## src/rtl/tt_sweep_ctrl.sv

```systemverilog
// Truth-table sweep controller: walks a 4-input gate through all 16 input vectors and captures its output.
// Optional build macro TT_SWEEP_MAJORITY_EN enables 2-of-3 majority voting of each sampled bit.
module tt_sweep_ctrl #(
  parameter int unsigned  SETTLE_CYCLES = 2,
  parameter logic [15:0]  EXPECTED_TT   = 16'h409B
) (
  input  logic        clk,
  input  logic        rst_n,
  input  logic        start,
  input  logic        abort,
  output logic [3:0]  gate_in,
  input  logic        gate_out,
  output logic        busy,
  output logic        done,
  output logic [15:0] tt,
  output logic        match
);

  // state  | meaning
  // IDLE   | waiting for start; tt/match hold last result
  // SETTLE | gate_in held steady for SETTLE_CYCLES cycles
  // SAMPLE | capture gate_out (first vote when majority enabled)
  // VOTE2  | second vote sample (majority build only)
  // VOTE3  | third vote sample, majority written to tt (majority build only)
  // DONE   | one-cycle done pulse, match valid
`ifdef TT_SWEEP_MAJORITY_EN
  typedef enum logic [2:0] {IDLE, SETTLE, SAMPLE, VOTE2, VOTE3, DONE} state_t;
`else
  typedef enum logic [1:0] {IDLE, SETTLE, SAMPLE, DONE} state_t;
`endif

  localparam logic [7:0] SETTLE_LOAD = 8'(SETTLE_CYCLES - 1);

  state_t      state;
  logic [7:0]  settle_cnt;
  logic        bit_val;
  logic [15:0] tt_upd;

`ifdef TT_SWEEP_MAJORITY_EN
  logic vote_a;
  logic vote_b;

  always_comb begin
    bit_val = (vote_a & vote_b) | (vote_a & gate_out) | (vote_b & gate_out);
  end
`else
  always_comb begin
    bit_val = gate_out;
  end
`endif

  // gate_in doubles as the vector index, so the captured bit lands at tt[gate_in]
  always_comb begin
    tt_upd          = tt;
    tt_upd[gate_in] = bit_val;
  end

  always_ff @(posedge clk or negedge rst_n) begin
    if (!rst_n) begin
      state      <= IDLE;
      settle_cnt <= '0;
      gate_in    <= 4'h0;
      busy       <= 1'b0;
      done       <= 1'b0;
      tt         <= 16'h0000;
      match      <= 1'b0;
`ifdef TT_SWEEP_MAJORITY_EN
      vote_a     <= 1'b0;
      vote_b     <= 1'b0;
`endif
    end else if (abort) begin
      state   <= IDLE;
      gate_in <= 4'h0;
      busy    <= 1'b0;
      done    <= 1'b0;
      tt      <= 16'h0000;
      match   <= 1'b0;
    end else begin
      case (state)
        IDLE: begin
          done <= 1'b0;
          if (start) begin
            tt         <= 16'h0000;
            match      <= 1'b0;
            gate_in    <= 4'h0;
            busy       <= 1'b1;
            settle_cnt <= SETTLE_LOAD;
            state      <= SETTLE;
          end
        end
        SETTLE: begin
          if (settle_cnt == 8'd0) begin
            state <= SAMPLE;
          end else begin
            settle_cnt <= settle_cnt - 8'd1;
          end
        end
`ifdef TT_SWEEP_MAJORITY_EN
        SAMPLE: begin
          vote_a <= gate_out;
          state  <= VOTE2;
        end
        VOTE2: begin
          vote_b <= gate_out;
          state  <= VOTE3;
        end
        VOTE3: begin
`else
        SAMPLE: begin
`endif
          tt <= tt_upd;
          if (gate_in == 4'hF) begin
            gate_in <= 4'h0;
            busy    <= 1'b0;
            done    <= 1'b1;
            match   <= (tt_upd == EXPECTED_TT);
            state   <= DONE;
          end else begin
            gate_in    <= gate_in + 4'h1;
            settle_cnt <= SETTLE_LOAD;
            state      <= SETTLE;
          end
        end
        DONE: begin
          done  <= 1'b0;
          state <= IDLE;
        end
        default: state <= IDLE;
      endcase
    end
  end

endmodule

```

## config.mk

```make
export PLATFORM = sky130hd
export DESIGN_NAME = tt_sweep_ctrl
export DESIGN_NICKNAME = d
export VERILOG_FILES = /design/src/rtl/tt_sweep_ctrl.sv
export SDC_FILE = /design/constraint.sdc
export NUM_CORES = 1
export LEC_CHECK = 0
export BUFFER_PORTS_ARGS = -buffer_cell sky130_fd_sc_hd__buf_4
export CAP_MARGIN = 5
export CORE_ASPECT_RATIO = 0.6
export CORE_UTILIZATION = 52
export DETAILED_ROUTE_END_ITERATION = 7
export PLACE_DENSITY_LB_ADDON = 0.3
export SYNTH_ARGS = -nofsm -noshare
export SYNTH_HDL_FRONTEND = slang
export SYNTH_SLANG_ARGS = --single-unit
```

## constraint.sdc

```tcl
create_clock -name clk -period 2 [get_ports clk]
set_input_delay 0.1 -clock clk [delete_from_list [all_inputs] [get_ports clk]]
set_output_delay 0.1 -clock clk [all_outputs]
set_load 0.1 [all_outputs]
```

==> flow_metrics.env, run 1 <==
export IMPL_path_max_fanout=7
export IMPL_synth_seq_cells=33
export IMPL_clkSinkCount=33
export IMPL_ys_types=43
export IMPL_avgSynthCellArea_um2=8.71
export IMPL_drive_above_1_share=0.257
export IMPL_worst_ir_drop_vdd_v=0.000695
export IMPL_vias=2013
export IMPL_core_um2=3720
export IMPL_die_area_um2=4220
export IMPL_avgRoutedWirePerCell_um=17.0
export IMPL_fin_util=0.697
export IMPL_clock_latency_ns=0.29
export IMPL_fin_worst_skew_ns=0.00512
export IMPL_report_final_slew_viol_count=0
export IMPL_num_rows=17
export IMPL_whs_ns=0.0676
export IMPL_clk_pin_slew_worst_paths_ns=0.07
export IMPL_finalHoldViolations=0
export IMPL_power_per_cell_area_nw_per_um2=959
export IMPL_via_per_inst=6.16
export IMPL_ant_nets=0
export IMPL_nFillCells=288
export IMPL_diodes=0
export IMPL_synth_warnings=0
export IMPL_io_pin_count=28
export IMPL_worst_setup_path_end_kind="flop"
export IMPL_root_buffer="clkbuf_8"
export IMPL_syn_area_um2=2060
export IMPL_cts_buffers=5
export IMPL_tritoncts="done"
export IMPL_htreeDepth=2
export IMPL_critPathLaunchType="flop"
export IMPL_finalSetupViolCount=0
export IMPL_power_uw=2490
export IMPL_place_gp_congestion=0.906
export IMPL_drv_cap=0
export IMPL_initial_core_util=0.552
export IMPL_async_flop_share=1.00
export IMPL_final_nets=296
export IMPL_worst_pin_slew_ns=0.438
export IMPL_grt_overflow=0
export IMPL_crit_arrival_ns=2.18
export IMPL_dp_hpwl_um=4050
export IMPL_rsz0062_at_grt="true"
export IMPL_antenna_found_initial=0
export IMPL_gr_usage_all_layers=0.288
export IMPL_firstDrtPassIters=5
export IMPL_synth_edff_count=0
export IMPL_status="completed"
export IMPL_io_buffers=27
export IMPL_clk_path_buf_depth=2
export IMPL_grt_pass1_wl_um=9280
export IMPL_syn_inst=236
export IMPL_die_h_um=50.7
export IMPL_grt_max_degree=34
export IMPL_fmax_mhz=500
export IMPL_period_share=0.999
export IMPL_remaining_drc_errors=0
export IMPL_die_w_um=83.2
export IMPL_slew_headroom=0.707
export IMPL_first_global_vias=1798
export IMPL_syn_to_final_growth_pct=26.2
export IMPL_worst_setup_path_type="flop to flop"
export IMPL_drt_wl_total_um=5540
export IMPL_post_route_min_period_ns=2.00
export IMPL_ys_seq_area_frac=0.402
export IMPL_synth_nets=252
export IMPL_drt_iter0_drc=207
export IMPL_ys_flop_type="dfrtp_1"
export IMPL_required_ns=2.18
export IMPL_leakagePower_uw=0.00121
export IMPL_hold_path_class="input port to flop"
cell usage after synthesis, types with 5 or more instances:
| master | instances | share of area |
|---|---|---|
| a21o_1 | 7 | 0.026 |
| nor2_1 | 9 | 0.016 |
| clkbuf_1 | 10 | 0.018 |
| o21ai_0 | 33 | 0.080 |
| nand2_1 | 21 | 0.038 |
| nand3_1 | 12 | 0.029 |
| dfrtp_1 | 33 | 0.40 |
| inv_1 | 10 | 0.018 |
| nand2b_1 | 5 | 0.015 |
| a21oi_1 | 17 | 0.041 |
| nor2b_1 | 5 | 0.015 |
| ha_1 | 11 | 0.067 |
| o31ai_1 | 5 | 0.018 |
area by class of cell:
cell class,instances,area (um2),share of cell area
multi-input cells,180,1200,0.461
repair buffers,50,378,0.146
clock buffers,7,86.3,0.0333
inverters,10,37.5,0.0145
well taps,47,58.8,0.0227
flip-flops and latches,33,838,0.323
report_power, final:
part | leakage, uW | total [uW] | switching, uW | internal, uW
Sequential | 0.000446 | 845 | 86.1 | 759
Combinational | 0.000720 | 1130 | 649 | 478
Clock | 0.0000443 | 517 | 244 | 273
Total | 0.00121 | 2490 | 978 | 1510
placed cells by master (no fill, tap or decap), drive strengths merged, types with 5 or more instances in the layout:
master,netlist,routed
nor2,9,9
inv,10,10
dfrtp,33,33
o31ai,5,5
nand3,12,12
buf,3,49
clkbuf,10,7
o21ai,34,34
ha,11,11
nand2,21,21
a21o,7,7
nor2b,5,5
nand2b,5,5
a21oi,18,18
cell families after synthesis:
logic type / Yosys count / synth area share
muxes: 6 / 0.0304
DFF: 33 / 0.402
xor gates and xnor gates: 1 / 0.00426
AOI/OAI and AO/OA: 83 / 0.246
buffers and inverters: 23 / 0.0426
adders and majority gates: 11 / 0.0669
and+or+nand+nor: 79 / 0.208
metrics by stage:
stage | setup WS (ns) | setup TNS, ns | instances | cell area, um2
after global placement | -0.0497 | -0.123 | 318 | 2460
after detailed placement | -0.106 | -0.522 | 318 | 2460
after CTS | 0.000669 | 0 | 326 | 2560
final | 0.00162 | 0 | 327 | 2590
after global routing | -0.0878 | -0.303 | 327 | 2590
after floorplan | -0.0124 | -0.0246 | 236 | 2090
layer usage:
layer	wire [um]	track usage	vias to the layer above
li1	-	-	966
met1	2790	0.462	922
met2	2100	0.363	114
met3	578	0.0740	11
met4	78	0.0833	0
met5	0	0	-
worst paths after layout:
check,from,to,depth (start not counted),slack [ns]
worst max-delay path,settle_cnt[5],state[1],5,0.002
max in group asynchronous,rst_n,gate_in[0],2,1.38
worst min-delay path,abort,state[1],2,0.07
worst max register to register,settle_cnt[5],state[1],5,0.002
worst min register to register,match,match,2,0.49
min in group asynchronous,rst_n,tt[4],2,0.28
state kept, by name, summed over array words and instances (netlist names):
| signal | cells |
|---|---|
| done | 1 |
| settle_cnt | 8 |
| match | 1 |
| gate_in | 4 |
| state | 2 |
| tt | 16 |
| busy | 1 |
worst max-delay path, stage by stage (launching register included):
cell and delay [ns]:
dfrtp_1 0.38, or4_4 0.54, or4b_4 0.60, a21o_1 0.19, o21ai_1 0.11, a21oi_1 0.07
what timing repair did:
| action | 4_1_cts | 5_1_grt |
|---|---|---|
| resized for setup | 1 | 7 |
| hold endpoints to repair | 33 | 0 |
| setup buffers | 0 | 1 |
| endpoints found under the setup margin | 7 | 11 |
| hold buffers | 1 | 0 |
| pin swaps | 0 | 6 |
(Power assumes the default switching activity.)
==> run 2, diff against run 1 <==
Settings changed: CELL_PAD_IN_SITES_DETAIL_PLACEMENT set to 1, CELL_PAD_IN_SITES_GLOBAL_PLACEMENT set to 1, CORE_UTILIZATION 52 to 39.
==> run 2 against run 1 <==
Against the previous run:
- the flow now finishes with violations (setup timing)
- final area up 5.4%
- first-iteration DRC count down 57%
- routed wire length up 26%
- register-to-register slack worse by 0.03 ns
- cell count up 9.5%
- via count up 4.0%
- total power up 9.1%
- core utilization down 16 points
- worst hold slack worse by 0.0086 ns
- global-route usage down 2.1 points
- largest power group unchanged
- highest routed layer unchanged
==> flow_metrics.env, run 2 (same netlist as run 1, synthesis figures left out) <==
export IMPL_crit_arrival_ns=2.25
export IMPL_period_share=1.01
export IMPL_reg2reg_depth=5
export IMPL_die_w_um=95.7
export IMPL_worst_setup_path_end_kind="flop"
export IMPL_path_max_fanout=7
export IMPL_swShare=0.404
export IMPL_hp_start="abort"
export IMPL_timing_critical_path_mode_cell="a21o_1"
export IMPL_drt_iter0_drc=90
export IMPL_initial_core_util=0.407
export IMPL_firstDrtPassIters=4
export IMPL_die_area_um2=5570
export IMPL_place_gp_congestion=0.858
export IMPL_fin_worst_skew_ns=0.00884
export IMPL_fmax_mhz=493
export IMPL_top_register="tt"
export IMPL_crit_slowest_cell="or4b_4"
export IMPL_whs_path_depth=2
export IMPL_gr_usage_all_layers=0.267
export IMPL_core_um2=5050
export IMPL_required_ns=2.23
export IMPL_grt_overflow=0
export IMPL_drive_above_1_share=0.315
export IMPL_ant_nets=0
export IMPL_reg2reg_from="settle_cnt[4]"
export IMPL_leakagePower_uw=0.00128
export IMPL_power_internal_uw=1620
export IMPL_rsz0062_at_grt="true"
export IMPL_status="complete, but fails checks"
export IMPL_die_h_um=58.2
export IMPL_report_final_slew_viol_count=0
export IMPL_layoutNonFillerInstCount=358
export IMPL_finalSetupViolCount=4
export IMPL_antenna_found_initial=0
export IMPL_clk_pin_slew_worst_paths_ns=0.07
export IMPL_p_clk_frac=0.208
export IMPL_final_nets=307
export IMPL_path_cells="or4_4 > or4b_4 > nand2_1 > a21o_1 > a21o_1"
export IMPL_failed_checks="setup timing"
export IMPL_io_pin_count=28
export IMPL_dp_cells=346
export IMPL_reg2reg_slack_ns=-0.03
export IMPL_hold_path_class="input port to flop"
export IMPL_path_buf_inv=0
export IMPL_setup_ws_ns=-0.0266
export IMPL_remaining_drc_errors=0
export IMPL_finalHoldViolations=0
export IMPL_num_rows=20
export IMPL_seq_power_share=0.315
export IMPL_dp_hpwl_um=5090
export IMPL_syn_to_final_growth_pct=33.1
export IMPL_diodes=0
export IMPL_critPathTopFamily="simple AND/OR/NAND/NOR gates"
export IMPL_power_per_cell_area_nw_per_um2=992
export IMPL_tritoncts="done"
export IMPL_drv_cap=0
export IMPL_vias=2093
export IMPL_io_buffers=27
export IMPL_whs_endpoint="state[1]"
export IMPL_layout_commonest_cell="buf_4"
export IMPL_largest_reg_flops=16
export IMPL_r2r_end="settle_cnt[2]"
export IMPL_grt_pass1_wl_um=11000
export IMPL_whs_ns=0.0590
export IMPL_post_route_min_period_ns=2.03
export IMPL_drt_wl_total_um=7000
export IMPL_clkSinkCount=33
export IMPL_grt_max_degree=34
export IMPL_first_global_vias=2068
export IMPL_cp_slowest_stage_delay_ns=0.57
export IMPL_p_switching_uw=1100
export IMPL_slew_headroom=0.703
export IMPL_combPwrFrac=0.477
export IMPL_final_cell_mix="buf_4, o21ai_0, dfrtp_1"
export IMPL_cts_buffers=5
export IMPL_critPathLaunchType="flop"
export IMPL_root_buffer="clkbuf_8"
export IMPL_worst_setup_path_type="flop to flop"
export IMPL_top_regs="tt: 16 flops, settle_cnt: 8 flops, gate_in: 4 flops"
export IMPL_clock_latency_ns=0.29
export IMPL_clk_path_buf_depth=2
export IMPL_worst_ir_drop_vdd_v=0.000615
export IMPL_avgRoutedWirePerCell_um=19.5
export IMPL_via_per_inst=5.85
export IMPL_worst_pin_slew_ns=0.442
export IMPL_htreeDepth=2
-- run 2: cell count changes in the layout (fill, tap and decap cells not counted), sizes merged --
cell    change
clkinv      +1
buf        +11
-- run 2: routing by layer --
| layer | wire length (um) | vias up | track usage |
|---|---|---|---|
| met2 | 3040 | 55 | 0.367 |
| met5 | 0 | - | 0 |
| met1 | 3500 | 1055 | 0.422 |
| met4 | 41 | 0 | 0.0512 |
| li1 | - | 977 | - |
| met3 | 414 | 6 | 0.0604 |
-- run 2: area by class of cell --
cell class                 instances  area, um2
fill                             615       2320
multi-input combinational        180       1220
sequential                        33        838
timing repair buffer              61        460
clock buffer                       7       96.3
tap                               66       82.6
inverter                          10       37.5
clock inverter                     1       5.00
-- run 2: metrics by stage --
stage / setup slack [ns] / setup TNS (ns) / total power, uW / utilization / cell area, um2
after floorplan: -0.0124 / -0.0246 / 1550 / - / 2090
after global placement: 0.00418 / 0 / 1900 / 0.504 / 2550
after detailed placement: -0.0879 / -0.255 / 1960 / 0.504 / 2550
after CTS: -0.0521 / -0.0929 / 2670 / 0.533 / 2700
after global routing: -0.0853 / -0.348 / 2870 / 0.541 / 2740
final: -0.0266 / -0.0532 / 2720 / 0.541 / 2740
-- run 2: how the worst max path moves through the flow --
stage             startpoint       endpoint  depth (start not counted)
6_report       settle_cnt[4]  settle_cnt[2]                          5
5_1_grt        settle_cnt[5]  settle_cnt[2]                          5
3_5_place_dp   settle_cnt[5]       state[1]                          6
2_1_floorplan     gate_in[1]  settle_cnt[2]                          6
4_1_cts        settle_cnt[5]       state[1]                          6
3_3_place_gp   settle_cnt[5]       state[1]                          6
-- run 2: what timing repair did --
action	in CTS	in global routing
hold buffers	1	0
endpoints found under the hold margin	33	0
setup endpoints to repair	6	8
buffers inserted	2	2
pin swaps	1	6
gates resized for setup	5	10
-- run 2: power groups by stage --
| stage | clock network, uW | logic [uW] | registers [uW] |
|---|---|---|---|
| 2_1_floorplan | 0 | 632 | 920 |
| 3_3_place_gp | 0 | 1050 | 848 |
| 3_5_place_dp | 0 | 1100 | 856 |
| 4_1_cts | 585 | 1240 | 849 |
| 5_1_grt | 613 | 1390 | 867 |
| 6_report | 565 | 1300 | 854 |
==> run 3, diff against run 2 <==
Settings changed: CORE_UTILIZATION 39 to 46.
Clock period 2 ns to 2.4 ns, I/O delays scaled along.
==> run 3 against run 2 <==
Against the previous run:
- the run now ends clean
- clock skew fell by 0.0042 ns
- critical path depth is 1 higher
- die area down 15%
- global-route usage increased by 2.9 points
- core utilization up 4.3 points
- clock power is 15% lower
==> flow_metrics.env, run 3 (same netlist as run 1, synthesis figures left out) <==
export IMPL_status="completed"
export IMPL_die_w_um=88.3
export IMPL_syn_to_final_growth_pct=19.2
export IMPL_via_per_inst=6.10
export IMPL_dp_hpwl_um=4670
export IMPL_crit_arrival_ns=2.41
export IMPL_fin_worst_skew_ns=0.00464
export IMPL_core_um2=4190
export IMPL_layoutNonFillerInstCount=326
export IMPL_root_buffer="clkbuf_8"
export IMPL_drive_above_1_share=0.184
export IMPL_grt_max_degree=34
export IMPL_slew_headroom=0.672
export IMPL_htreeDepth=2
export IMPL_layout_commonest_cell="buf_4"
export IMPL_finalSetupTns_ns=0
export IMPL_avgRoutedWirePerCell_um=19.6
export IMPL_report_final_slew_viol_count=0
export IMPL_top_regs="tt: 16 flops, settle_cnt: 8 flops, gate_in: 4 flops"
export IMPL_rsz0062_at_grt="false"
export IMPL_fmax_mhz=450
export IMPL_leakagePower_uw=0.00114
export IMPL_clk_path_buf_depth=2
export IMPL_die_h_um=53.8
export IMPL_final_cell_mix="buf_4, o21ai_0, dfrtp_1"
export IMPL_post_route_min_period_ns=2.22
export IMPL_place_gp_congestion=0.815
export IMPL_finalHoldViolations=0
export IMPL_power_uw=2000
export IMPL_gr_usage_all_layers=0.296
export IMPL_firstDrtPassIters=4
export IMPL_clkSinkCount=33
export IMPL_num_rows=18
export IMPL_path_max_fanout=8
export IMPL_finalSetupViolCount=0
export IMPL_tritoncts="done"
export IMPL_clk_pin_slew_worst_paths_ns=0.07
export IMPL_critPathLaunchType="flop"
export IMPL_grt_pass1_wl_um=10100
export IMPL_grt_overflow=0
export IMPL_largest_reg_flops=16
export IMPL_period_share=0.927
export IMPL_hold_path_class="input port to flop"
export IMPL_worst_ir_drop_vdd_v=0.000573
export IMPL_required_ns=2.59
export IMPL_worst_setup_path_type="flop to flop"
export IMPL_diodes=0
export IMPL_drv_cap=0
export IMPL_ant_nets=0
export IMPL_cts_buffers=5
export IMPL_remaining_drc_errors=0
export IMPL_io_pin_count=28
export IMPL_worst_setup_path_end_kind="flop"
export IMPL_power_per_cell_area_nw_per_um2=818
export IMPL_whs_ns=0.0636
export IMPL_top_register="tt"
export IMPL_initial_core_util=0.491
export IMPL_clock_latency_ns=0.29
export IMPL_dp_cells=317
export IMPL_first_global_vias=1833
export IMPL_cts_resized_gates=0
export IMPL_drt_iter0_drc=144
export IMPL_io_buffers=27
export IMPL_die_area_um2=4750
export IMPL_antenna_found_initial=0
export IMPL_vias=1990
export IMPL_worst_pin_slew_ns=0.487
export IMPL_drt_wl_total_um=6410
export IMPL_final_nets=281
==> run 3: cell count changes in the layout (fill, tap and decap cells not counted), moves of 2 or more <==
cell / change
or4_4: -2
or4_1: +2
buf_4: -26
dfrtp_4: -3
o31ai_1: +2
dfrtp_1: +2
o31ai_2: -2
==> run 3: final cells by class <==
cell class / instances / area, um2
repair buffers: 35 / 265
fillers: 527 / 1740
multi-input cells: 180 / 1140
well taps: 60 / 75.1
inverters: 10 / 37.5
clock inverters: 1 / 5.00
flip-flops and latches: 33 / 828
clock buffers: 7 / 96.3
==> run 3: critical path: stages (launching register included) <==
cell and delay, ns:
dfrtp_1 0.44, inv_1 0.15, ha_1 0.25, nor2b_1 0.21, or4_1 0.67, a21o_1 0.22
a21o_1 0.17
==> run 3: what timing repair did <==
item / CTS / global route
hold endpoints to repair: 33 / 0
hold buffers: 1 / 0
setup buffers: 0 / 0
==> run 3: power breakdown <==
part	leakage [uW]	total (uW)	internal [uW]	switching [uW]
clock	0.0000542	478	259	219
sequential	0.000450	737	631	106
combinational	0.000636	788	279	509
total	0.00114	2000	1170	834
==> run 3: metrics by stage <==
step / area [um2] / util / setup WS (ns)
2_1_floorplan: 2060 / - / 0.0716
3_3_place_gp: 2340 / 0.558 / 0.296
3_5_place_dp: 2340 / 0.558 / 0.222
4_1_cts: 2450 / 0.585 / 0.196
5_1_grt: 2450 / 0.585 / 0.0476
6_report: 2450 / 0.585 / 0.176
==> run 3: metal layers <==
| layer | track usage | part of all wire |
|---|---|---|
| met1 | 0.453 | 0.50 |
| met2 | 0.415 | 0.44 |
| met3 | 0.0583 | 0.052 |
| met4 | 0.0887 | 0.0042 |
| met5 | 0 | 0 |
==> run 3: worst paths after layout <==
path / slack (ns) / startpoint / to / depth (start not counted)
max: 0.18 / state[0] / settle_cnt[2] / 6
min: 0.06 / abort / state[0] / 2
max reg2reg: 0.18 / state[0] / settle_cnt[2] / 6
min reg2reg: 0.50 / tt[15] / tt[15] / 2
max in group asynchronous: 1.75 / rst_n / gate_in[0] / 2
min in group asynchronous: 0.31 / rst_n / tt[1] / 2
